[src/rtl/eth_fcs_pkg.sv]
// Shared types, CRC constants and the word-serial CRC-32 step for the TX framer.
package eth_fcs_pkg;

  localparam logic [31:0] CRC32_POLY = 32'h04C11DB7;
  localparam logic [31:0] CRC32_INIT = 32'hFFFFFFFF;

  typedef enum logic [2:0] {
    IDLE,
    DATA,
    PAD,
    DROP,
    FCS
  } fcs_state_e;

  // One outbound word as it travels through the output register.
  typedef struct packed {
    logic [31:0] data;
    logic        last;
  } fcs_word_t;

  // Folds one 32-bit word into the running CRC, MSB first, no reflection.
  function automatic logic [31:0] crc32_step(input logic [31:0] c, input logic [31:0] d);
    logic [31:0] x;
    x = c ^ d;
    for (int i = 0; i < 32; i++)
      x = x[31] ? ((x << 1) ^ CRC32_POLY) : (x << 1);
    return x;
  endfunction

endpackage

[src/rtl/eth_tx_out_reg.sv]
// Single-stage valid/ready output register; loads whenever empty or drained.
module eth_tx_out_reg
  import eth_fcs_pkg::*;
(
  input  logic      clk,
  input  logic      rst,
  input  logic      in_valid,
  input  fcs_word_t in_word,
  input  logic      m_ready,
  output logic      adv,
  output logic      m_valid,
  output fcs_word_t m_word
);

  assign adv = !m_valid || m_ready;

  // Payload only changes on a real load so an idle bus keeps its last word.
  always_ff @(posedge clk) begin
    if (rst) begin
      m_valid <= 1'b0;
      m_word  <= '0;
    end else if (adv) begin
      m_valid <= in_valid;
      if (in_valid) m_word <= in_word;
    end
  end

endmodule

[src/rtl/eth_tx_fcs_framer.sv]
// TX framing stage: passes payload words, zero-pads short frames,
// truncates long ones and appends the inverted CRC-32 as the FCS word.
module eth_tx_fcs_framer
  import eth_fcs_pkg::*;
#(
  parameter int MIN_WORDS = 15,
  parameter int MAX_WORDS = 379,
  parameter int CNT_W     = 9
) (
  input  logic        clk,
  input  logic        rst,
  input  logic        s_valid,
  output logic        s_ready,
  input  logic [31:0] s_data,
  input  logic        s_last,
  output logic        m_valid,
  input  logic        m_ready,
  output logic [31:0] m_data,
  output logic        m_last,
  output logic        err_oversize,
  output logic [15:0] frames_sent
);

  localparam logic [CNT_W-1:0] MIN_C = CNT_W'(MIN_WORDS);
  localparam logic [CNT_W-1:0] MAX_C = CNT_W'(MAX_WORDS);

  fcs_state_e       state, state_n;
  logic [31:0]      crc, crc_n;
  logic [CNT_W-1:0] cnt, cnt_n, cnt_inc;
  logic             adv, accept, err_n;
  logic             o_valid;
  fcs_word_t        o_word, m_word;
  logic [15:0]      frames_q;

  assign cnt_inc = cnt + 1'b1;

  // DROP swallows input regardless of the output stage; otherwise input
  // is only taken when the output register can load this cycle.
  assign s_ready = !rst && ((adv && (state == IDLE || state == DATA)) || state == DROP);
  assign accept  = s_valid && s_ready;

  // State, CRC and word counter advance together.
  always_ff @(posedge clk) begin
    if (rst) begin
      state        <= IDLE;
      crc          <= CRC32_INIT;
      cnt          <= '0;
      err_oversize <= 1'b0;
    end else begin
      state        <= state_n;
      crc          <= crc_n;
      cnt          <= cnt_n;
      err_oversize <= err_n;
    end
  end

  // Next-state, CRC update and the word offered to the output register.
  always_comb begin
    state_n = state;
    crc_n   = crc;
    cnt_n   = cnt;
    err_n   = 1'b0;
    o_valid = 1'b0;
    o_word  = '0;
    unique case (state)
      IDLE: if (accept) begin
        o_valid     = 1'b1;
        o_word.data = s_data;
        crc_n       = crc32_step(CRC32_INIT, s_data);
        cnt_n       = CNT_W'(1);
        if (s_last) state_n = (MIN_WORDS > 1) ? PAD : FCS;
        else        state_n = DATA;
      end
      DATA: if (accept) begin
        o_valid     = 1'b1;
        o_word.data = s_data;
        crc_n       = crc32_step(crc, s_data);
        cnt_n       = cnt_inc;
        if (s_last) begin
          state_n = (cnt_inc < MIN_C) ? PAD : FCS;
        end else if (cnt_inc == MAX_C) begin
          state_n = DROP;
          err_n   = 1'b1;
        end
      end
      PAD: if (adv) begin
        o_valid = 1'b1;
        crc_n   = crc32_step(crc, 32'h0);
        cnt_n   = cnt_inc;
        if (cnt_inc == MIN_C) state_n = FCS;
      end
      DROP: if (accept && s_last) state_n = FCS;
      FCS: if (adv) begin
        o_valid     = 1'b1;
        o_word.data = ~crc;
        o_word.last = 1'b1;
        crc_n       = CRC32_INIT;
        cnt_n       = '0;
        state_n     = IDLE;
      end
      default: state_n = IDLE;
    endcase
  end

  eth_tx_out_reg u_out (
    .clk      (clk),
    .rst      (rst),
    .in_valid (o_valid),
    .in_word  (o_word),
    .m_ready  (m_ready),
    .adv      (adv),
    .m_valid  (m_valid),
    .m_word   (m_word)
  );

  assign m_data = m_word.data;
  assign m_last = m_word.last;

  // Frame counter bumps on the FCS handshake and wraps naturally.
  always_ff @(posedge clk) begin
    if (rst)                            frames_q <= '0;
    else if (m_valid && m_ready && m_last) frames_q <= frames_q + 16'd1;
  end

  assign frames_sent = frames_q;

endmodule
[config.mk]
export PLATFORM = sky130hd
export DESIGN_NAME = eth_tx_fcs_framer
export DESIGN_NICKNAME = d
export VERILOG_FILES = /design/src/rtl/eth_fcs_pkg.sv /design/src/rtl/eth_tx_out_reg.sv /design/src/rtl/eth_tx_fcs_framer.sv
export SDC_FILE = /design/constraint.sdc
export NUM_CORES = 1
export LEC_CHECK = 0
export ABC_AREA = 1
export BUFFER_PORTS_ARGS = -buffer_cell sky130_fd_sc_hd__buf_2
export CAP_MARGIN = 40
export CORE_ASPECT_RATIO = 1.1
export CORE_MARGIN = 4
export CORE_UTILIZATION = 35
export CTS_CLUSTER_SIZE = 16
export DETAILED_ROUTE_END_ITERATION = 7
export HOLD_SLACK_MARGIN = 0.03
export PLACE_DENSITY = 0.61
export SLEW_MARGIN = 15
export SYNTH_ARGS = -nofsm -noshare
export SYNTH_HDL_FRONTEND = slang
export SYNTH_SLANG_ARGS = --single-unit
[constraint.sdc]
create_clock -name clk -period 3.9 [get_ports clk]
set_input_delay 0.78 -clock clk [delete_from_list [all_inputs] [get_ports clk]]
set_output_delay 0.78 -clock clk [all_outputs]
set_load 0.1 [all_outputs]
; ---- After elaboration in Yosys (flattened, before gate mapping)
; Index checks and enable logic that the tools add are counted.
[word_totals]
reg_bits = 95
input_bits = 37
output_inout_bits = 52
elab_cells = 268
[op_classes]
add_sub_neg = 2
order_cmp = 1
eq_ne = 13
mux = 124
n_bitwise = 101
reduce_logical = 19
[ops]
columns = operator, count
row1 = 2-to-1 mux 27 bit, 96
row2 = inverter 14 bit, 96
row3 = 2-to-1 mux 32 bit, 5
row4 = one-hot mux 32 bit (4 select lines), 1
row5 = inverter 32 bit, 2
row6 = one-hot mux 32 bit (2 select lines), 1
row7 = 2-to-1 mux 9 bit, 4
row8 = one-hot mux 9 bit (4 select lines), 1
row9 = XOR 32 bit, 1
row10 = 2-to-1 mux 3 bit, 9
row11 = adder 16 x 1 -> 16 bit (second input constant), 1
row12 = one-hot mux 3 bit (5 select lines), 1
row13 = != test 2 bit (second input constant), 5
row14 = adder 9 x 1 -> 9 bit (second input constant), 1
row15 = == test 9 x 4 -> 1 bit (second input constant), 1
row16 = == test 9 bit (second input constant), 1
row17 = < comparator 9 x 4 -> 1 bit (second input constant), 1
row18 = AND reduction 7 bit, 1
row19 = == test 3 x 2 -> 1 bit (second input constant), 2
row20 = logical AND 1 bit, 6
row21 = AND reduction 5 bit, 1
row22 = 2-to-1 mux 1 bit, 4
row23 = nonzero test 4 bit, 1
row24 = OR reduction 2 bit, 2
row25 = 12 further kinds, 16

; ---- Depth between registers and ports, before layout
[depth]
ltp_word = 67
ltp_mapped = 30
ltp_nobuf = 29

; ---- Modules after synthesis
; Synthesis repeated with hierarchy kept, for this count alone.
[hier_totals]
hier_cells = 3586
hier_area_um2 = 19766.5
[by_module_without_submodules]
columns = mod, instances, cells_each, area_per_inst_um2, seq_area_each_um2
row1 = eth_tx_fcs_framer, 1, 3365, 18251.3, 1221.2
row2 = eth_tx_out_reg, 1, 221, 1515.2, 680.7

; ---- Worst setup path before layout
; Ideal clock, no wire load.
[synth_timing]
path_type = in2reg
startpoint = input rst
endpoint = register, netlist name u_out.m_word[17]
setup_ns = 0.110
t_arrival_ns = 3.411
required_time_ns = 3.790
path_slack_ns = 0.379
path_stages = 13
path_buffers = 3
path_cell_list = clkbuf_1 > inv_1 > o21a_1 > nand2_1 > a22o_1 > a21oi_1 > inv_1 > clkbuf_1 > clkbuf_1 > nand2_1 > o211ai_1 > nand2_1 > inv_1
[synth_via]
elab_chain_len = 6
elab_cells_between_ends = 8
cone_classes = 4 x mux / 4 x reduce/logical
[synth_lines]
columns = element, line
row1 = "start, declared", eth_tx_fcs_framer.sv:11  ; input logic rst,
row2 = zero test 1 bit (*), eth_tx_fcs_framer.sv:39  ; assign s_ready = !rst && ((adv && (state == IDLE || state == DATA)) || state == DROP);
row3 = logical AND 1 bit (*), eth_tx_fcs_framer.sv:39
row4 = net s_ready, eth_tx_fcs_framer.sv:13  ; output logic s_ready,
row5 = logical AND 1 bit (*), eth_tx_fcs_framer.sv:40  ; assign accept = s_valid && s_ready;
row6 = 2-to-1 mux 1 bit, "eth_tx_fcs_framer.sv:66, eth_tx_fcs_framer.sv:74"
row7 = one-hot mux 1 bit (2 select lines), eth_tx_fcs_framer.sv:65  ; unique case (state)
row8 = AND reduction 2 bit (no source line), --
; Mark *: on every way through the listed nets, which the timed path passes. The rest lies on a longest branch.
; A chain may end at the register's enable or synchronous reset.

; ---- Worst setup path in the final report
[layout_timing]
startpoint = register crc[27]
endpoint = register crc[12]
[layout_via]
elab_chain_len = 37
elab_cells_between_ends = 110
cone_classes = 59 x mux / 51 x bitwise
[layout_lines]
columns = element, line
row1 = "start, declared", eth_tx_fcs_framer.sv:28  ; logic [31:0] crc, crc_n;
row2 = "start signal, assigned", eth_tx_fcs_framer.sv:51  ; crc <= crc_n;
row3 = XOR 32 bit, eth_fcs_pkg.sv:24  ; x = c ^ d;
row4 = 2-to-1 mux 27 bit (6 in a row), eth_fcs_pkg.sv:26  ; x = x[31] ? ((x << 1) ^ CRC32_POLY) : (x << 1);
row5 = inverter 14 bit (no source line), --
row6 = 2-to-1 mux 27 bit, eth_fcs_pkg.sv:26
row7 = inverter 14 bit (no source line), --
row8 = 2-to-1 mux 27 bit (3 in a row), eth_fcs_pkg.sv:26
row9 = inverter 14 bit (no source line), --
row10 = 2-to-1 mux 27 bit (2 in a row), eth_fcs_pkg.sv:26
row11 = [13 not listed], --
row12 = inverter 14 bit (no source line), --
row13 = 2-to-1 mux 27 bit, eth_fcs_pkg.sv:26
row14 = inverter 14 bit (no source line), --
row15 = 2-to-1 mux 27 bit, eth_fcs_pkg.sv:26
row16 = inverter 14 bit (no source line), --
row17 = 2-to-1 mux 27 bit, eth_fcs_pkg.sv:26
row18 = 2-to-1 mux 32 bit, eth_tx_fcs_framer.sv:74  ; DATA: if (accept) begin
row19 = one-hot mux 32 bit (4 select lines) (*), eth_tx_fcs_framer.sv:65
; Mark *: on every way between the ends. The rest lies on a longest branch, timed or not. The select of a mux whose other input is x is not followed.

==> results.py <==
metrics = {
    "status": {
        "run_status": "completed",
    },
    "logic_synthesis": {
        "synth.net_count": 3355,
        "syn_area_per_cell_sq_um": 5.522,
        "yosys_warnings": 0,
        "post_synth_instance_area_sq_um": 18300,
        "ys_seq_elements": 95,
        "asr_flop_ratio_synth_pct": 0,
        "synthesis.instances": 3315,
        "synth_top_cell_by_area": "sky130_fd_sc_hd__nand2_1",
        "synth_top_cells_by_count": "sky130_fd_sc_hd__nand2_1 (1553), sky130_fd_sc_hd__nand3_1 (376), sky130_fd_sc_hd__inv_1 (261)",
        "edff_count_synth": 0,
        "synthMostInstantiatedCell": "sky130_fd_sc_hd__nand2_1",
        "yosysUniqueCellTypes": 53,
        "synth-main-ff-cell": "sky130_fd_sc_hd__dfxtp_1",
        "synth_top_area_share_pct": 31.85,
        "synth_sequential_area_ratio_pct": 10.39,
        "dominant_cells_by_area_after_synthesis": "sky130_fd_sc_hd__nand2_1 (32%), sky130_fd_sc_hd__xor2_1 (12%), sky130_fd_sc_hd__dfxtp_1 (10%)",
    },
    "global_route": {
        "grt_max_degree": 55,
        "first_global_vias": 19800,
        "grt_overflow": 0,
        "grt_pass1_wl_um": 117500,
        "antenna_found_initial": 1,
        "global_route.usage.total_pct": 27.26,
    },
    "floorplanning": {
        "core_sq_um": 51490,
        "die_y_um": 247.8,
        "die-area_sq_um": 56020,
        "initial_util_pct": 35.55,
        "core.rowCount": 87,
        "io_pins": 89,
        "die_w_um": 226.0,
    },
    "clocking": {
        "clk_pin_slew_worst_paths_ns": 0.08,
        "tritoncts": "done",
        "worst_skew_pair.late_latency_ns": 0.39,
        "postCtsSetupRepairBufs": 0,
        "tritoncts_num_sinks": 95,
        "htree_levels": 3,
        "cts-buffers-inserted": 9,
        "ctsLongestPathBuffers": 2,
        "cts.root.buffer_cell": "sky130_fd_sc_hd__clkbuf_16",
    },
    "cells_and_area": {
        "post_route_cells_drive_above_1_share_pct": 19.55,
        "antennaDiodeCount": 0,
        "final_area_sq_um": 21770,
        "area_used_by_multi_input_combinational_logic_sq_um": 14920,
        "num-fill-cells": 5698,
        "num-nets-final": 3671,
        "area_growth_pct": 18.96,
        "regArea_sq_um": 1904,
    },
    "setup_path": {
        "slowest_delay_ns": 0.36,
        "crit_path_end_kind": "flip-flop",
        "crit_path_kind": "flip-flop to flip-flop",
        "worst-path-max-fanout": 7,
        "arr_time_crit_path_ns": 3.91,
        "crit_buf_inv": 3,
        "worstPathRequired_ns": 4.18,
        "crit_path_top_delay_cell": "sky130_fd_sc_hd__dfxtp_1",
        "critPathTopFamily": "simple AND/OR/NAND/NOR gates",
        "worst_setup_path_start_kind": "flip-flop",
        "cp_cell_sequence": "inv_2 -> buf_4 -> nand2_1 -> nand2_2 -> nand2_1 -> nand2_4 -> xor2_4 -> nand3_1 -> nand3_1 -> nand2_2 -> inv_2 -> nand3_1 -> nand2_1 -> nand3_1 -> nand2_2 -> nand2_1 -> nand2_1 -> nand2_1 -> nand3_1 -> nand2_1 -> nor2_1 -> nand2_1 -> nand2_1 -> nand2_1",
        "critical_path.most_common_cell": "sky130_fd_sc_hd__nand2_1",
    },
    "timing": {
        "fmaxAchievable_mhz": 275.5,
        "setup_viol_count_final": 0,
        "timing.clock.skew_ns": 0.01021,
        "fin_crit_ns": 3.630,
        "max_slew_margin_pct": 54.41,
        "fin_tns_setup_ns": 0,
        "post-route-period-util_pct": 93.07,
        "grt_setup_unrepaired": "false",
        "slew_viol_final": 0,
        "tightest_slew_ns": 0.6830,
        "hold_viol": 0,
    },
    "route": {
        "routed_wire_length_per_instance_um": 18.02,
        "detail_route.vias_per_cell": 5.034,
        "route.met3.wl_um": 4845,
        "drt_first_iter_violations": 1873,
        "dr.pass1.iters": 6,
        "detailroute.wirelength.met2_um": 35220,
        "num_vias": 21660,
        "top_signal_layer_used": "met5",
        "drt_drc_violations_left": 0,
        "routed_wl_um": 77550,
        "wl_met1_um": 32540,
        "ant_nets": 0,
    },
    "hold_path": {
        "path_class_of_the_lowest_slack_min_delay_path": "flip-flop to flip-flop",
    },
    "placed_design": {
        "detailed_place_hpwl_um": 65680,
        "place_congestion": 1.054,
        "io_buffers": 88,
        "postPlaceCellArea_sq_um": 21440,
    },
    "run": {
        "cap_viol_max_count": 0,
    },
}
[logic make-up after synthesis]
group | count (synthesis) | synth area share [%]
DFF | 95 | 10.39
and+or+nand+nor | 2311 | 55.77
buffers and inverters | 368 | 8.299
AOI/OAI and AO/OA | 157 | 5.072
adders and majority gates | 3 | 0.2051
xor gates and xnor gates | 381 | 20.27
[flip-flops by register name, summed over array words and instances (netlist names)]
signal         flops
u_out.m_word      33
crc               32
frames_sent       16
cnt                9
state              3
err_oversize       1
u_out.m_valid      1
[routing by layer]
layer / track usage [%] / up-vias
met1: 34.24 / 9786
met3: 3.312 / 179
met2: 45.43 / 764
met5: 0 / -
li1: - / 10930
met4: 15.03 / 2
[worst reg2reg max path, delay by kind of cell (launching register included)]
kind	cells	cell delay [ns]
xor gates and xnor gates	1	0.27
DFF	1	0.36
and+or+nand+nor	20	2.43
buffers and inverters	3	0.48
[through the flow]
stage / util (%) / std cells / hold WS, ns / setup WS, ns
floorplan: - / 3315 / 0.4571 / 0.3788
global placement: 41.63 / 4287 / 0.4656 / 0.02961
detailed placement: 41.63 / 4287 / 0.4729 / 0.02822
CTS: 42.24 / 4303 / 0.4853 / 0.2415
global route: 42.29 / 4303 / 0.5098 / 0.02099
finish: 42.29 / 4303 / 0.4844 / 0.2703
[layout make-up]
class                      count  share of cell area (%)
timing repair buffer         366                   12.07
sequential                    95                   8.746
tap                          667                   3.833
multi-input combinational   2852                   68.53
inverter                     307                   5.379
clock buffer                   9                   1.034
clock inverter                 7                  0.4080
[worst paths after layout]
kind / slack, ns / end / start / cells after the start
max reg2reg: 0.27 / crc[12] / crc[27] / 24
min: 0.48 / u_out.m_word[0] / u_out.m_word[0] / 2
max: 0.27 / crc[12] / crc[27] / 24
min reg2reg: 0.48 / u_out.m_word[0] / u_out.m_word[0] / 2
[placed cells by master (no fill, tap or decap), types with 6 or more instances in the layout]
master                      synthesis  routed
sky130_fd_sc_hd__a21oi_1           44      43
sky130_fd_sc_hd__buf_12             0       8
sky130_fd_sc_hd__buf_2              7      88
sky130_fd_sc_hd__buf_4             12     270
sky130_fd_sc_hd__clkbuf_16          0       9
sky130_fd_sc_hd__dfxtp_1           95      93
sky130_fd_sc_hd__inv_1            261     259
sky130_fd_sc_hd__inv_2             36      38
sky130_fd_sc_hd__inv_4              7       7
sky130_fd_sc_hd__nand2_1         1553    1553
sky130_fd_sc_hd__nand2_2          158     157
sky130_fd_sc_hd__nand2_4           49      50
sky130_fd_sc_hd__nand3_1          376     376
sky130_fd_sc_hd__nand3_2           14      14
sky130_fd_sc_hd__nand3b_1          20      20
sky130_fd_sc_hd__nand4_1           14      14
sky130_fd_sc_hd__nor2_1            83      82
sky130_fd_sc_hd__nor3_1            11      10
sky130_fd_sc_hd__nor4_1             6       6
sky130_fd_sc_hd__o211ai_1          37      37
sky130_fd_sc_hd__o21ai_0           48      48
sky130_fd_sc_hd__o21ai_1            9       9
sky130_fd_sc_hd__or2_1              8       8
sky130_fd_sc_hd__or2_2             12      12
sky130_fd_sc_hd__xnor2_1           93      92
sky130_fd_sc_hd__xnor2_2            6       7
sky130_fd_sc_hd__xor2_1           247     246
sky130_fd_sc_hd__xor2_2            28      29
[timing repair]
item | 4_1_cts | 5_1_grt
hold buffers | 0 | 0
endpoints found under the setup margin | 0 | 12
resized for setup | 0 | 5
Power is not shown: default switching activity piles up to over one toggle a cycle in this logic, so the estimate is an artifact.
